### config.mk
export PLATFORM = sky130hd
export DESIGN_NAME = jstk_spi_poller_flat
export DESIGN_NICKNAME = d
export VERILOG_FILES = /design/src/rtl/jstk_spi_poller_if.sv /design/src/rtl/jstk_spi_poller.sv /design/src/flat_wrapper.sv
export SDC_FILE = /design/constraint.sdc
export NUM_CORES = 1
export LEC_CHECK = 0
export CAP_MARGIN = 20
export CORE_UTILIZATION = 40
export CTS_CLUSTER_SIZE = 16
export DETAILED_ROUTE_END_ITERATION = 8
export DONT_BUFFER_PORTS = 1
export GPL_ROUTABILITY_DRIVEN = 0
export PLACE_DENSITY = 0.66
export SLEW_MARGIN = 20
export SYNTH_ARGS = -nofsm -noshare
export SYNTH_HDL_FRONTEND = slang
export SYNTH_SLANG_ARGS = --single-unit
### constraint.sdc
create_clock -name ClkPort -period 2.68 [get_ports ClkPort]
set_input_delay 0.134 -clock ClkPort [delete_from_list [all_inputs] [get_ports ClkPort]]
set_output_delay 0.134 -clock ClkPort [all_outputs]
set_load 0.02 [all_outputs]
### src/rtl/jstk_spi_poller_if.sv
// Pin and data bundle between the PmodJSTK poller and its surroundings.
// master: the poller side; slave: joystick pins plus game-logic consumer.
interface jstk_spi_poller_if;
  logic       poll_en;
  logic [1:0] led_cmd;
  logic       MISO;
  logic       SS;
  logic       SCLK;
  logic       MOSI;
  logic [9:0] x_pos;
  logic [9:0] y_pos;
  logic [2:0] buttons;
  logic       data_valid;
  logic       busy;

  modport master (
    input  poll_en, led_cmd, MISO,
    output SS, SCLK, MOSI, x_pos, y_pos, buttons, data_valid, busy
  );

  modport slave (
    output poll_en, led_cmd, MISO,
    input  SS, SCLK, MOSI, x_pos, y_pos, buttons, data_valid, busy
  );
endinterface

### src/rtl/jstk_spi_poller.sv
// SPI mode-0 master that polls the PmodJSTK with one 5-byte frame per POLL_PERIOD
// and publishes X/Y/buttons atomically with a one-cycle data_valid pulse.
module jstk_spi_poller #(
  parameter int unsigned CLK_DIV     = 50,
  parameter int unsigned SS_SETUP    = 1500,
  parameter int unsigned BYTE_GAP    = 1000,
  parameter int unsigned POLL_PERIOD = 1000000
) (
  input logic                ClkPort,
  input logic                Reset,
  jstk_spi_poller_if.master  bus
);

  localparam int unsigned TMax0 = (CLK_DIV > SS_SETUP) ? CLK_DIV : SS_SETUP;
  localparam int unsigned TMax  = (TMax0 > BYTE_GAP) ? TMax0 : BYTE_GAP;
  localparam int unsigned TW    = $clog2(TMax);
  localparam int unsigned PW    = (POLL_PERIOD > 2) ? $clog2(POLL_PERIOD) : 1;

  typedef enum logic [2:0] {StIdle, StSetup, StXfer, StGap, StDone, StWait} state_e;

  state_e        state_q, state_d;
  logic [TW-1:0] timer_q, timer_d;
  logic          phase_q, phase_d;   // 0: SCLK low half, 1: SCLK high half
  logic [2:0]    bit_q, bit_d;
  logic [2:0]    byte_q, byte_d;
  logic [PW-1:0] poll_q, poll_d;
  logic [6:0]    tx_q, tx_d;         // remaining bits of the byte after the one on MOSI
  logic [7:0]    rx_q, rx_d;
  logic [7:0]    rx0_q, rx0_d;
  logic [1:0]    rx1_q, rx1_d;
  logic [7:0]    rx2_q, rx2_d;
  logic [1:0]    rx3_q, rx3_d;
  logic          ss_q, ss_d;
  logic          sclk_q, sclk_d;
  logic          mosi_q, mosi_d;
  logic [9:0]    x_q, x_d;
  logic [9:0]    y_q, y_d;
  logic [2:0]    btn_q, btn_d;
  logic          dv_q, dv_d;
  logic          busy_q, busy_d;
  logic          start;
  logic          poll_done;

  assign poll_done = (poll_q == PW'(POLL_PERIOD - 1));

  always_comb begin
    state_d = state_q;
    timer_d = timer_q;
    phase_d = phase_q;
    bit_d   = bit_q;
    byte_d  = byte_q;
    poll_d  = poll_done ? poll_q : poll_q + PW'(1);
    tx_d    = tx_q;
    rx_d    = rx_q;
    rx0_d   = rx0_q;
    rx1_d   = rx1_q;
    rx2_d   = rx2_q;
    rx3_d   = rx3_q;
    ss_d    = ss_q;
    sclk_d  = sclk_q;
    mosi_d  = mosi_q;
    x_d     = x_q;
    y_d     = y_q;
    btn_d   = btn_q;
    dv_d    = 1'b0;
    busy_d  = busy_q;
    start   = 1'b0;

    case (state_q)
      StIdle: begin
        if (bus.poll_en) start = 1'b1;
      end
      StSetup: begin
        // The setup window doubles as the low half of the very first bit.
        if (timer_q == TW'(SS_SETUP - 1)) begin
          state_d = StXfer;
          timer_d = '0;
          phase_d = 1'b1;
          sclk_d  = 1'b1;
          rx_d    = {rx_q[6:0], bus.MISO};
        end else begin
          timer_d = timer_q + TW'(1);
        end
      end
      StXfer: begin
        if (timer_q == TW'(CLK_DIV - 1)) begin
          timer_d = '0;
          if (!phase_q) begin
            phase_d = 1'b1;
            sclk_d  = 1'b1;
            rx_d    = {rx_q[6:0], bus.MISO};
          end else begin
            phase_d = 1'b0;
            sclk_d  = 1'b0;
            if (bit_q == 3'd7) begin
              bit_d  = '0;
              tx_d   = '0;
              mosi_d = 1'b0;
              state_d = StGap;
              case (byte_q)
                3'd0:    rx0_d = rx_q;
                3'd1:    rx1_d = rx_q[1:0];
                3'd2:    rx2_d = rx_q;
                3'd3:    rx3_d = rx_q[1:0];
                default: begin
                  state_d = StDone;
                  ss_d    = 1'b1;
                  busy_d  = 1'b0;
                  dv_d    = 1'b1;
                  x_d     = {rx1_q, rx0_q};
                  y_d     = {rx3_q, rx2_q};
                  btn_d   = rx_q[2:0];
                end
              endcase
            end else begin
              bit_d  = bit_q + 3'd1;
              mosi_d = tx_q[6];
              tx_d   = {tx_q[5:0], 1'b0};
            end
          end
        end else begin
          timer_d = timer_q + TW'(1);
        end
      end
      StGap: begin
        if (timer_q == TW'(BYTE_GAP - 1)) begin
          state_d = StXfer;
          timer_d = '0;
          phase_d = 1'b0;
          byte_d  = byte_q + 3'd1;
        end else begin
          timer_d = timer_q + TW'(1);
        end
      end
      StDone, StWait: begin
        state_d = StWait;
        if (poll_done) begin
          if (bus.poll_en) start = 1'b1;
          else             state_d = StIdle;
        end
      end
      default: state_d = StIdle;
    endcase

    if (start) begin
      state_d = StSetup;
      ss_d    = 1'b0;
      busy_d  = 1'b1;
      mosi_d  = 1'b1;                  // bit 7 of the LED command byte
      tx_d    = {5'b00000, bus.led_cmd};
      poll_d  = '0;
      timer_d = '0;
      phase_d = 1'b0;
      bit_d   = '0;
      byte_d  = '0;
      rx_d    = '0;
    end
  end

  always_ff @(posedge ClkPort or posedge Reset) begin
    if (Reset) begin
      state_q <= StIdle;
      timer_q <= '0;
      phase_q <= 1'b0;
      bit_q   <= '0;
      byte_q  <= '0;
      poll_q  <= '0;
      tx_q    <= '0;
      rx_q    <= '0;
      rx0_q   <= '0;
      rx1_q   <= '0;
      rx2_q   <= '0;
      rx3_q   <= '0;
      ss_q    <= 1'b1;
      sclk_q  <= 1'b0;
      mosi_q  <= 1'b0;
      x_q     <= '0;
      y_q     <= '0;
      btn_q   <= '0;
      dv_q    <= 1'b0;
      busy_q  <= 1'b0;
    end else begin
      state_q <= state_d;
      timer_q <= timer_d;
      phase_q <= phase_d;
      bit_q   <= bit_d;
      byte_q  <= byte_d;
      poll_q  <= poll_d;
      tx_q    <= tx_d;
      rx_q    <= rx_d;
      rx0_q   <= rx0_d;
      rx1_q   <= rx1_d;
      rx2_q   <= rx2_d;
      rx3_q   <= rx3_d;
      ss_q    <= ss_d;
      sclk_q  <= sclk_d;
      mosi_q  <= mosi_d;
      x_q     <= x_d;
      y_q     <= y_d;
      btn_q   <= btn_d;
      dv_q    <= dv_d;
      busy_q  <= busy_d;
    end
  end

  assign bus.SS         = ss_q;
  assign bus.SCLK       = sclk_q;
  assign bus.MOSI       = mosi_q;
  assign bus.x_pos      = x_q;
  assign bus.y_pos      = y_q;
  assign bus.buttons    = btn_q;
  assign bus.data_valid = dv_q;
  assign bus.busy       = busy_q;

endmodule

### src/flat_wrapper.sv
// flat-port wrapper written by rule: the top's interface ports become plain ports
module jstk_spi_poller_flat 
#(
  parameter int unsigned CLK_DIV     = 50,
  parameter int unsigned SS_SETUP    = 1500,
  parameter int unsigned BYTE_GAP    = 1000,
  parameter int unsigned POLL_PERIOD = 1000000
)
  (ClkPort, Reset, bus_poll_en, bus_led_cmd, bus_MISO, bus_SS, bus_SCLK, bus_MOSI, bus_x_pos, bus_y_pos, bus_buttons, bus_data_valid, bus_busy);
  jstk_spi_poller_if bus_i ();
  input logic ClkPort;
  input logic Reset;
  input wire logic [$bits(bus_i.poll_en)-1:0] bus_poll_en;
  input wire logic [$bits(bus_i.led_cmd)-1:0] bus_led_cmd;
  input wire logic [$bits(bus_i.MISO)-1:0] bus_MISO;
  output wire logic [$bits(bus_i.SS)-1:0] bus_SS;
  output wire logic [$bits(bus_i.SCLK)-1:0] bus_SCLK;
  output wire logic [$bits(bus_i.MOSI)-1:0] bus_MOSI;
  output wire logic [$bits(bus_i.x_pos)-1:0] bus_x_pos;
  output wire logic [$bits(bus_i.y_pos)-1:0] bus_y_pos;
  output wire logic [$bits(bus_i.buttons)-1:0] bus_buttons;
  output wire logic [$bits(bus_i.data_valid)-1:0] bus_data_valid;
  output wire logic [$bits(bus_i.busy)-1:0] bus_busy;
  assign bus_i.poll_en = bus_poll_en;
  assign bus_i.led_cmd = bus_led_cmd;
  assign bus_i.MISO = bus_MISO;
  assign bus_SS = bus_i.SS;
  assign bus_SCLK = bus_i.SCLK;
  assign bus_MOSI = bus_i.MOSI;
  assign bus_x_pos = bus_i.x_pos;
  assign bus_y_pos = bus_i.y_pos;
  assign bus_buttons = bus_i.buttons;
  assign bus_data_valid = bus_i.data_valid;
  assign bus_busy = bus_i.busy;
  jstk_spi_poller #(.CLK_DIV(CLK_DIV), .SS_SETUP(SS_SETUP), .BYTE_GAP(BYTE_GAP), .POLL_PERIOD(POLL_PERIOD)) u_core (.ClkPort(ClkPort), .Reset(Reset), .bus(bus_i));
endmodule
Word-level counts from Yosys, hierarchy flattened
Cells that the tools add are included.
{"block": "totals", "ff_bits": 104, "inputBits": 6, "output_inout_bits": 28}
{"block": "classes", "add_sub_neg": 4, "eq_ne": 24, "n_mux": 67, "n_bitwise": 1, "n_reduce_logical": 25}
{"op": "2-to-1 mux 3 bit", "count": 17}
{"op": "2-to-1 mux 11 bit", "count": 4}
{"op": "2-to-1 mux 20 bit", "count": 2}
{"op": "2-to-1 mux 7 bit", "count": 5}
{"op": "one-hot mux 11 bit (3 select lines)", "count": 1}
{"op": "2-to-1 mux 8 bit", "count": 4}
{"op": "AND reduction 5 bit", "count": 6}
{"op": "2-to-1 mux 1 bit", "count": 29}
{"op": "adder 20 x 1 -> 20 bit (second input constant)", "count": 1}
{"op": "equality test 20 bit (second input constant)", "count": 1}
{"op": "one-hot mux 8 bit (2 select lines)", "count": 1}
{"op": "!= test 3 x 1 -> 1 bit (second input constant)", "count": 5}
{"op": "one-hot mux 3 bit (5 select lines)", "count": 1}
{"op": "nonzero test 2 bit", "count": 7}
{"op": "equality test 3 x 2 -> 1 bit (second input constant)", "count": 4}
{"op": "adder 11 x 1 -> 11 bit (second input constant)", "count": 1}
{"op": "equality test 11 x 10 -> 1 bit (second input constant)", "count": 1}
{"op": "equality test 11 bit (second input constant)", "count": 1}
{"op": "equality test 11 x 6 -> 1 bit (second input constant)", "count": 1}
{"op": "!= test 2 x 1 -> 1 bit (second input constant)", "count": 5}
{"op": "equality test 3 bit (second input constant)", "count": 3}
{"op": "AND reduction 4 bit", "count": 2}
{"op": "adder 3 x 1 -> 3 bit (second input constant)", "count": 2}
{"op": "equality test 3 x 1 -> 1 bit (second input constant)", "count": 2}
{"op": "other kinds (12)", "count": 15}

Longest topological paths before layout
Gate-level depths: netlist of run 1.
{"block": "logic_depth", "word_depth": 8, "depth_mapped": 8}

Worst setup path before layout of run 1
No wires, ideal clock.
{"block": "synth_path", "path_kind": "flip-flop to flip-flop", "startpoint": "register u_core.poll_q[7]", "endpoint": "register u_core.tx_q[2]", "arrival_ps": 2128, "setup_slack_ps": 431, "stages_incl_launch_ff": 8, "path_buffers": 2, "period_less_slack_ps": 2249, "cell_sequence": "dfrtp_1 > or4_4 > nor4_4 > nand4_2 > and2_4 > buf_6 > buf_8 > a32o_1"}
{"block": "synth_between", "elab_chain_len": 5, "word_cells_on_any_way": 8, "cone_classes": "eq/ne: 1; mux: 3; reduce/logical: 4"}
{"item": "from (decl)", "line": "jstk_spi_poller.sv:26", "source": "logic [PW-1:0] poll_q, poll_d;"}
{"item": "from (signal assigned)", "line": "jstk_spi_poller.sv:188", "source": "poll_q <= poll_d;"}
{"item": "equality test 20 bit (*)", "line": "jstk_spi_poller.sv:44", "source": "assign poll_done = (poll_q == PW'(POLL_PERIOD - 1));"}
{"item": "2-to-1 mux 1 bit (*)", "line": "jstk_spi_poller.sv:137", "source": "if (poll_done) begin"}
{"item": "one-hot mux 1 bit (2 select lines) (*)", "line": "jstk_spi_poller.sv:69", "source": "case (state_q)"}
{"item": "nonzero test 2 bit (no source line)"}
{"item": "AND reduction 3 bit (no source line)"}
{"item": "to (signal assigned)", "line": "jstk_spi_poller.sv:189", "source": "tx_q <= tx_d;"}
{"item": "to (decl)", "line": "jstk_spi_poller.sv:27", "source": "logic [6:0] tx_q, tx_d;"}
Mark *: on every way between the ends. The rest lies on a longest branch, timed or not.
A chain may end at the register's enable or synchronous reset.

Final worst setup path of run 1
{"block": "layout_path", "startpoint": "register u_core.poll_q[7]", "endpoint": "register u_core.timer_q[6]"}
{"block": "layout_between", "elab_chain_len": 4, "word_cells_on_any_way": 5, "cone_classes": "eq/ne: 1; mux: 3; reduce/logical: 1"}
{"item": "equality test 20 bit (*)", "line": "jstk_spi_poller.sv:44"}
{"item": "2-to-1 mux 1 bit (*)", "line": "jstk_spi_poller.sv:137"}
{"item": "one-hot mux 1 bit (2 select lines) (*)", "line": "jstk_spi_poller.sv:69"}
{"item": "nonzero test 4 bit (no source line) / 2-to-1 mux 11 bit (equally long branches)"}
{"item": "to (signal assigned)", "line": "jstk_spi_poller.sv:184", "source": "timer_q <= timer_d;"}
{"item": "to (decl)", "line": "jstk_spi_poller.sv:22", "source": "logic [TW-1:0] timer_q, timer_d;"}
Marks and branches as above.

==> results of run 1 <==
## metal layers
layer / GRT usage, % / routed length (µm)
met5: 0 / 0
met3: 3.888 / 382
met2: 25.96 / 4302
met4: 6.133 / 174
met1: 19.62 / 4144
## registers in the layout, indices dropped and copies added (netlist names), 7 cells and up
register          cells
u_core.bus.x_pos     10
u_core.rx0_q          8
u_core.poll_q        20
u_core.rx_q           8
u_core.bus.y_pos     10
u_core.tx_q           7
u_core.rx2_q          8
u_core.timer_q       11
## repair_timing
| action | CTS | global route |
|---|---|---|
| setup endpoints to repair | 0 | 0 |
| hold buffers | 4 | 0 |
| endpoints found under the hold margin | 70 | 0 |
| setup buffers | 0 | 0 |
## where the power goes
part	internal [mW]	total (mW)	leakage, nW	switching [mW]
sequential	1.57	1.57	1.34	0
clock	0.740	1.33	0.149	0.591
combinational	0.00866	0.0402	0.960	0.0315
## worst max-delay path: cells and delay by family (launching register included)
family,cells,cell delay [ns]
buffers and inverters,1,0.22
AO/OA/AOI/OAI,2,0.35
flip-flops,1,0.42
AND/OR/NAND/NOR,3,1.30
## how the worst max path moves through the flow
stage,from,endpoint,cells past startpoint
floorplan,u_core.poll_q[7]$_DFFE_PP0P_,u_core.tx_q[2]$_DFFE_PP0P_,7
global route,u_core.poll_q[7]$_DFFE_PP0P_,u_core.timer_q[3]$_DFFE_PP0P_,6
CTS,u_core.poll_q[7]$_DFFE_PP0P_,u_core.timer_q[6]$_DFFE_PP0P_,6
detailed placement,u_core.poll_q[7]$_DFFE_PP0P_,u_core.timer_q[6]$_DFFE_PP0P_,6
finish,u_core.poll_q[7]$_DFFE_PP0P_,u_core.timer_q[6]$_DFFE_PP0P_,6
global placement,u_core.poll_q[7]$_DFFE_PP0P_,u_core.timer_q[9]$_DFFE_PP0P_,6
## layout make-up
class                      instances  area share, %
clock buffer                      10          4.218
clock inverter                     6          1.406
timing repair buffer              18          2.904
inverter                          12         0.8988
multi-input combinational        296          39.32
sequential                       104          47.96
tap                              143          3.296
## stage by stage
step	worst slack [ns]	power, mW
after floorplan	0.4307	1.623
after global placement	0.4031	1.636
after detailed placement	0.3317	1.637
after CTS	0.3035	2.973
after global routing	0.1797	3.044
final	0.3154	2.939
## cell families (layout without fill, tap and decap cells)
kind of cell	Yosys count	count (layout)	synth area share, %
flops	104	104	53.45
xor+xnor	16	16	2.877
buf+inv	28	46	2.723
mux	52	52	11.79
compound gates	64	64	8.760
fa+ha+maj	10	10	2.569
simple gates	154	154	17.83
## layout by cell type, fill, tap and decap left out, types with 2 or more instances in the layout
| cell type | Yosys | layout |
|---|---|---|
| sky130_fd_sc_hd__o21ai_0 | 13 | 13 |
| sky130_fd_sc_hd__and2_1 | 3 | 3 |
| sky130_fd_sc_hd__dlygate4sd3_1 | 0 | 4 |
| sky130_fd_sc_hd__nand2_1 | 25 | 25 |
| sky130_fd_sc_hd__a31o_1 | 2 | 2 |
| sky130_fd_sc_hd__a211oi_1 | 3 | 3 |
| sky130_fd_sc_hd__mux2_2 | 38 | 38 |
| sky130_fd_sc_hd__a32o_1 | 6 | 6 |
| sky130_fd_sc_hd__o31ai_1 | 6 | 6 |
| sky130_fd_sc_hd__nor2b_1 | 2 | 2 |
| sky130_fd_sc_hd__o21a_1 | 2 | 2 |
| sky130_fd_sc_hd__a21oi_1 | 19 | 19 |
| sky130_fd_sc_hd__and4_1 | 4 | 4 |
| sky130_fd_sc_hd__mux2_1 | 5 | 5 |
| sky130_fd_sc_hd__nand3b_1 | 2 | 2 |
| sky130_fd_sc_hd__nand4_1 | 10 | 10 |
| sky130_fd_sc_hd__nor4bb_1 | 2 | 2 |
| sky130_fd_sc_hd__buf_4 | 1 | 13 |
| sky130_fd_sc_hd__clkbuf_16 | 0 | 9 |
| sky130_fd_sc_hd__nand3_1 | 23 | 23 |
| sky130_fd_sc_hd__ha_1 | 10 | 10 |
| sky130_fd_sc_hd__and3b_1 | 2 | 2 |
| sky130_fd_sc_hd__inv_1 | 12 | 11 |
| sky130_fd_sc_hd__nor3b_1 | 4 | 4 |
| sky130_fd_sc_hd__xnor2_1 | 14 | 14 |
| sky130_fd_sc_hd__xor2_1 | 2 | 2 |
| sky130_fd_sc_hd__and3_1 | 5 | 5 |
| sky130_fd_sc_hd__nor3_1 | 6 | 6 |
| sky130_fd_sc_hd__a31o_2 | 2 | 2 |
| sky130_fd_sc_hd__clkinv_4 | 0 | 3 |
| sky130_fd_sc_hd__mux2i_1 | 9 | 9 |
| sky130_fd_sc_hd__dfrtp_1 | 103 | 103 |
| sky130_fd_sc_hd__a31oi_1 | 3 | 3 |
| sky130_fd_sc_hd__o211a_1 | 2 | 2 |
| sky130_fd_sc_hd__nor2_1 | 39 | 39 |
| sky130_fd_sc_hd__nand2b_1 | 3 | 3 |
| sky130_fd_sc_hd__or3_1 | 9 | 9 |
| sky130_fd_sc_hd__or3b_2 | 2 | 2 |
==> results.md, run 1 <==
Critical path:
- The worst register-to-register path has a depth of 6.
- The minimum setup slack among reg-to-reg paths is 0.32 ns.
- The critical path goes through or4_4 -> nor4_4 -> a31oi_1 -> buf_4 -> or3_1 -> a21oi_1.
- The worst register-to-register path begins at u_core.poll_q[7]$_DFFE_PP0P_.
- STA classifies the critical path endpoint as a register.
- The cell with the largest stage delay on the worst path is sky130_fd_sc_hd__or4_4.
- The endpoint arrival time on the critical path is 2.62 ns.
- STA classifies the critical path startpoint as a register.
- For this run, the slowest stage of the critical path takes 0.56 ns.
- For the worst setup path, the data required time is 2.93 ns.
- The end of the worst register-to-register path is u_core.timer_q[6]$_DFFE_PP0P_.
- Along the worst path, the maximum fanout reaches 19.
- The setup path with the least slack is of type register to register.

Worst hold path:
- The worst hold path was traced through 4 stages.
- In this run the most critical hold path is launched from bus_poll_en.
- For hold timing, the worst endpoint is u_core.state_q[0]$_DFFE_PP0P_.
- In this run the worst hold path is classified as primary input to register.

Synth:
- The post-synthesis sequential element count is 104.
- The post-synthesis cell area is 4871 µm².
- The warning count from the yosys run is 0.
- Summed over its instances, the top area cell type makes up 52.92% of the synthesized netlist area.
- The post-synthesis net count is 444.
- The dominant cell type by area after synthesis is sky130_fd_sc_hd__dfrtp_1.
- The number of library cell types mapped by synthesis is 59.
- The number of flops mapped to enable cells by yosys is 0.
- The mean cell area of the mapped netlist is 11.38 µm².
- In the synthesized netlist, the cells that appear most often are 103 x sky130_fd_sc_hd__dfrtp_1, 39 x sky130_fd_sc_hd__nor2_1, 38 x sky130_fd_sc_hd__mux2_2, 25 x sky130_fd_sc_hd__nand2_1, 23 x sky130_fd_sc_hd__nand3_1.
- The fraction of synthesis flops using an asynchronous set or reset pin is 100.0%.
- The cell count after synthesis is 428.
- The most common cell in the netlist is sky130_fd_sc_hd__dfrtp_1.
- Sequential cells were found to cover 53.45% of the synthesized design area.
- By area the synthesized netlist is led by sky130_fd_sc_hd__dfrtp_1 53%, sky130_fd_sc_hd__mux2_2 8.8%, sky130_fd_sc_hd__nor2_1 3.0%.
- The flip-flop cell with the highest count after synthesis is sky130_fd_sc_hd__dfrtp_1.

Cells and area:
- After filler insertion, the fill cell instance count of the layout stands at 1051.
- After the last flow step, the layout net total stands at 457.
- From synthesis to final layout, the design area changed by 11.46%.
- The post-layout utilization of the core is 46.55%.
- The area of all sequential standard cells is 2604 µm².
- The area of all placed cells without fillers is 5429 µm².
- After the flow finishes, the layout carries non-filler instances totaling 589.
- Of the cells placed in the final design, the portion with a size suffix greater than 1 is 18.16%.
- The area of the multi-input gates is 2135 µm².
- The number of antenna diodes in the final layout is 0.

Routing:
- The first detailed-routing pass took 8 iterations.
- The post-route DRC violation count is 5.
- The final routed wirelength across all metal layers is 9004 µm.
- The detail-routed via count per cell is 5.514.
- The wire length per cell is 15.29 µm.
- The detailed-route via count is 3248.
- For this block, the initial DRC count from the detailed router was 174.
- The number of nets still failing antenna checks after routing is 0.

Pwr:
- VDD sags by at most 0.2708 mV.
- The power density over cell area is 541.3 nW/µm².
- For this design the static power due to leakage is 2.452 nW.

Placed design:
- In this run, placement finished with an instance count of 569.
- Summing all placed instances gives a cell area of 5084 µm².
- The count of buffers from port buffering is 0.
- The wire-length estimate of the detail-placed layout is 6263 µm.

Clocking:
- After clock tree synthesis, the repair step resized 0 gates.
- The clock sink total is 104.
- The clock tree from TritonCTS is built.
- The total CTS buffers is 9.
- The count of H-tree levels built during CTS is 3.
- For the worst-skew pair, the clock arrives at the later sink with an insertion delay of 0.34 ns.
- The buffer depth of the longest clock path is 2.
- The clock-pin slew of the registers on the worst-case setup and hold paths is 0.07 ns.
- In this run the clock root is driven by a sky130_fd_sc_hd__clkbuf_16.

Run:
- The number of max-capacitance violations reported is 0.

Timing:
- Summed over all failing endpoints, the final setup total negative slack is 0 ns.
- The final hold violation count is 0.
- The worst path uses 88.23% of the clock period.
- Setup repair after global routing left no endpoint under its margin.
- The clock period minus final worst setup slack is 2.365 ns.
- On the final layout, the worst hold slack is 0.08429 ns.
- At the pin with the least slew margin, the transition time is 0.4664 ns.
- Measured against its own limit, the worst slew margin works out to 68.91%.
- The count of final max-slew check failures is 0.
- The highest achievable clock rate is 0.4229 GHz.
- Setup violations remaining at the end of the flow were counted as 0.
- The clock tree skew after final layout is 0.005624 ns.

GRT:
- The via count of the first global-routing pass came to 3258.
- The total overflow left after global routing is 0.
- Entering global routing, the biggest net connects 58 pins.
- The initial antenna violation count is 0.
- The global-route wire length before repair is 15660 µm.
- In the global route stage, overall resource usage came out at 15.62%.

Die:
- 34 I/O pins were placed.
- The die extent in x is 112.4 µm.
- The initial core utilization is 41.77%.
- The die covers 12620 µm².
- The core outline area is 11660 µm².
- Measured along the y axis, the die boundary spans 112.4 µm.
- In this run the core area contains 39 standard-cell rows.

Run status:
- The final reports fail on design-rule violations.
- The run finished, with violations left.
No activity file was read; power rests on OpenSTA's default activity.
==> inputs of run 2 (changes only) <==
--- a/config.mk
+++ b/config.mk
@@ -6,12 +6,12 @@
 export NUM_CORES = 1
 export LEC_CHECK = 0
 export CAP_MARGIN = 20
-export CORE_UTILIZATION = 40
+export CORE_UTILIZATION = 57
 export CTS_CLUSTER_SIZE = 16
 export DETAILED_ROUTE_END_ITERATION = 8
 export DONT_BUFFER_PORTS = 1
 export GPL_ROUTABILITY_DRIVEN = 0
-export PLACE_DENSITY = 0.66
+export PLACE_DENSITY = 0.85
 export SLEW_MARGIN = 20
 export SYNTH_ARGS = -nofsm -noshare
 export SYNTH_HDL_FRONTEND = slang
==> run 2 against run 1 <==
Against the previous run: the flow now finishes without violations; design area is 3.0% lower; register-to-register slack hardly changed; sequential power hardly changed; clock skew grew 0.0039 ns; sequential share of layout area up 1.5 points; maximum frequency about the same; worst setup slack about the same; flip-flop and latch count did not move; combinational power is 3% higher; clock-buffer cell count decreased by 1; first-iteration DRC count is 13% higher.
==> results.md, run 2 (same netlist as run 1, synthesis figures left out) <==
Cells and area:
- The most common cell after layout, fill and taps aside is sky130_fd_sc_hd__dfrtp_1.
- The area growth from synthesis to layout is 8.168%.
- The largest registers in the layout are u_core.poll_q x20, u_core.timer_q x11.
- The area of all placed cells without fillers was 5269 µm² (-3.0%).
- The library cells used most frequently in the layout, excluding fill and tap cells, are 103 x sky130_fd_sc_hd__dfrtp_1, 39 x sky130_fd_sc_hd__nor2_1, 38 x sky130_fd_sc_hd__mux2_2, 25 x sky130_fd_sc_hd__nand2_1, 23 x sky130_fd_sc_hd__nand3_1.
- u_core.poll_q holds more flip-flops than any other register.
- The fraction of final layout cells with drive strength greater than 1 came to 18.06% (-0.10 points).
- The final-layout fill cell count is 615 (-41%).
- The number of nets in the finished design came to 454 (-0.66%).
- The flip-flop count of the largest register, all copies and words added is 20 (unchanged).
- The antenna diode count is 0 (unchanged).

Critical path:
- The data required time of the worst path came to 2.93 ns (about the same).
- STA classifies the critical path startpoint as a register.
- STA classifies the critical path endpoint as a register.
- The endpoint arrival time on the critical path was 2.61 ns (about the same).
- The critical path is of the register to register type.
- The maximum net fanout on the critical path is 8 (-11).

Routing:
- The number of nets still failing antenna checks after routing is 0 (unchanged).
- The first-iteration detailed-routing DRC count was 197 (+13%).
- The final routed wirelength across all metal layers was 9373 µm (+4.1%).
- The post-route DRC violation count is 0 (-5).
- The first-pass iteration count of the detailed router is 5 (-3).
- The wire length per cell is 17.10 µm (+12%).
- The detailed-route via count was 3291 (+1.3%).
- The detail-routed via count per cell came to 6.005 (+8.9%).

Timing:
- Setup repair after global routing left no endpoint under its margin.
- The headroom to the max-slew limit is 63.78% (-5.1 points).
- The transition time of the tightest slew-check pin is 0.5418 ns (+0.07543 ns).
- The final-layout setup total negative slack is 0 ns (unchanged).
- The clock tree skew after final layout is 0.009488 ns (+0.003864 ns).
- The final period utilization is 88.24% (about the same).
- The clock period minus final worst setup slack is 2.365 ns (+0.0002030 ns).
- The smallest hold slack is 0.05719 ns (-0.02710 ns).
- The count of endpoints failing setup in the final report is 0 (unchanged).
- The count of final max-slew check failures is 0 (unchanged).
- The final hold violation count was 0 (unchanged).
- The highest achievable clock rate was 0.4229 GHz (about the same).

GRT:
- The global-route met3 utilization is 4.267% (+0.38 points).
- The initial antenna violation count is 0 (unchanged).
- The met1 demand-to-capacity share in global routing is 28.22% (+8.6 points).
- The global routing stage identified its most utilized layer as met2.
- The via count of the first global-routing pass is 3240 (-0.55%).
- The aggregate global routing overflow is 0 (unchanged).
- The largest net degree at the start of global routing is 42 (-28%).
- The routing usage on met2 is 40.34% (+14 points).
- The global-route wire length before repair is 15570 µm (-0.62%).
- The overall routing resource usage came to 22.74% (+7.1 points).

Pwr:
- The leakage component of the power is 2.397 nW (-2.2%).
- The peak supply drop is 0.2490 mV (-8.0%).
- The power density over cell area is 500.7 nW/µm² (-7.5%).
- The power after layout was 2.638 mW (-10%).

Run status:
- The flow ran to the end, and the final reports show no timing, DRC or antenna violations.

Clocking:
- The insertion delay of the later-clocked pin in the worst-skew pair came to 0.36 ns (+0.02 ns).
- The library cell used as clock root buffer is sky130_fd_sc_hd__clkbuf_8.
- The total CTS buffers is 9 (unchanged).
- The buffer depth of the longest clock path is 2 (unchanged).
- The clock tree from TritonCTS is built.
- The count of H-tree levels built during CTS is 3 (unchanged).
- The clock-pin slew of the registers on the worst-case setup and hold paths was 0.11 ns (+0.04 ns).
- The clock sink total is 104 (unchanged).

Die:
- The die extent in x was 94.44 µm (-16%).
- The vertical die dimension is 94.44 µm (-16%).
- The initial core utilization is 58.98% (+17 points).
- The total die area came to 8919 µm² (-29%).
- The core outline area came to 8258 µm² (-29%).
- The total number of placement rows is 33 (-15%).
- The number of ports placed on the die boundary is 34 (unchanged).

Run:
- The number of max-capacitance violations reported came to 0 (unchanged).

Worst hold path:
- The worst hold path belongs to the class primary input to register.

Placed design:
- The count of buffers from port buffering is 0 (unchanged).
- The placed instance area was 5014 µm² (-1.4%).
- The total half-perimeter wirelength after legalization and detailed placement came to 6556 µm (+4.7%).
run 2: cell types whose count changed in the layout (fill, tap and decap cells not counted), sizes merged:
cell / delta
clkinvlp: +1
buf: -3
clkbuf: -1
clkinv: -1
inv: +1
run 2: cell type report:
cell class                      count  area, µm²  share of cell area (%)
Tap cell                          105      131.4                   2.493
Inverter                           12      48.80                  0.9261
Clock buffer                        9      123.9                   2.351
Clock inverter                      7      86.33                   1.639
Sequential cell                   104       2604                   49.42
Multi-Input combinational cell    296       2140                   40.61
Timing Repair Buffer               15      135.1                   2.565
run 2: critical path, stage by stage (launching register included):
cell                      delay (ns)
sky130_fd_sc_hd__dfrtp_1        0.47
sky130_fd_sc_hd__nor4b_2        0.57
sky130_fd_sc_hd__and4_1         0.35
sky130_fd_sc_hd__and3_1         0.24
sky130_fd_sc_hd__nand2_1        0.26
sky130_fd_sc_hd__mux2_2         0.36
run 2: path summary, 6_finish.rpt:
| check | from | to | slack [ns] | cells past startpoint |
|---|---|---|---|---|
| max | u_core.timer_q[6]$_DFFE_PP0P_ | u_core.rx0_q[6]$_DFFE_PP0P_ | 0.32 | 5 |
| min | bus_poll_en | u_core.state_q[0]$_DFFE_PP0P_ | 0.06 | 4 |
| max reg2reg | u_core.timer_q[6]$_DFFE_PP0P_ | u_core.rx0_q[6]$_DFFE_PP0P_ | 0.32 | 5 |
| min reg2reg | u_core.rx3_q[1]$_DFFE_PP0P_ | u_core.bus.y_pos[9]$_DFFE_PP0P_ | 0.50 | 1 |
| max in group asynchronous | Reset | u_core.bus.y_pos[8]$_DFFE_PP0P_ | 1.83 | 3 |
| min in group asynchronous | Reset | u_core.rx2_q[5]$_DFFE_PP0P_ | 0.18 | 2 |
run 2: power breakdown:
group / leakage (nW) / switching [mW] / internal [mW] / total (mW)
combinational: 0.951 / 0.0317 / 0.00960 / 0.0413
sequential: 1.34 / 0 / 1.57 / 1.57
clock: 0.104 / 0.577 / 0.452 / 1.03
run 2: through the flow:
| stage | worst slack [ns] | cells | utilization, % |
|---|---|---|---|
| final | 0.3152 | 548 | 63.80 |
| after global routing | 0.1848 | 548 | 63.80 |
| after CTS | 0.1731 | 548 | 63.74 |
| after detailed placement | 0.2439 | 528 | 60.71 |
| after global placement | 0.4070 | 528 | 60.71 |
| after floorplan | 0.4307 | 428 | - |
run 2: repair_timing:
| item | 4_1_cts | 5_1_grt |
|---|---|---|
| gates resized for setup | 0 | 1 |
| setup buffers | 0 | 0 |
| setup endpoints to repair | 0 | 16 |
| hold buffers | 4 | 0 |
| hold endpoints to repair | 106 | 0 |
run 2: layer usage:
metal / part of all wire [%] / up-vias
met3: 3.4 / 7
met5: 0 / -
met1: 44 / 1648
met2: 51 / 65
li1: - / 1571
met4: 1.1 / 0
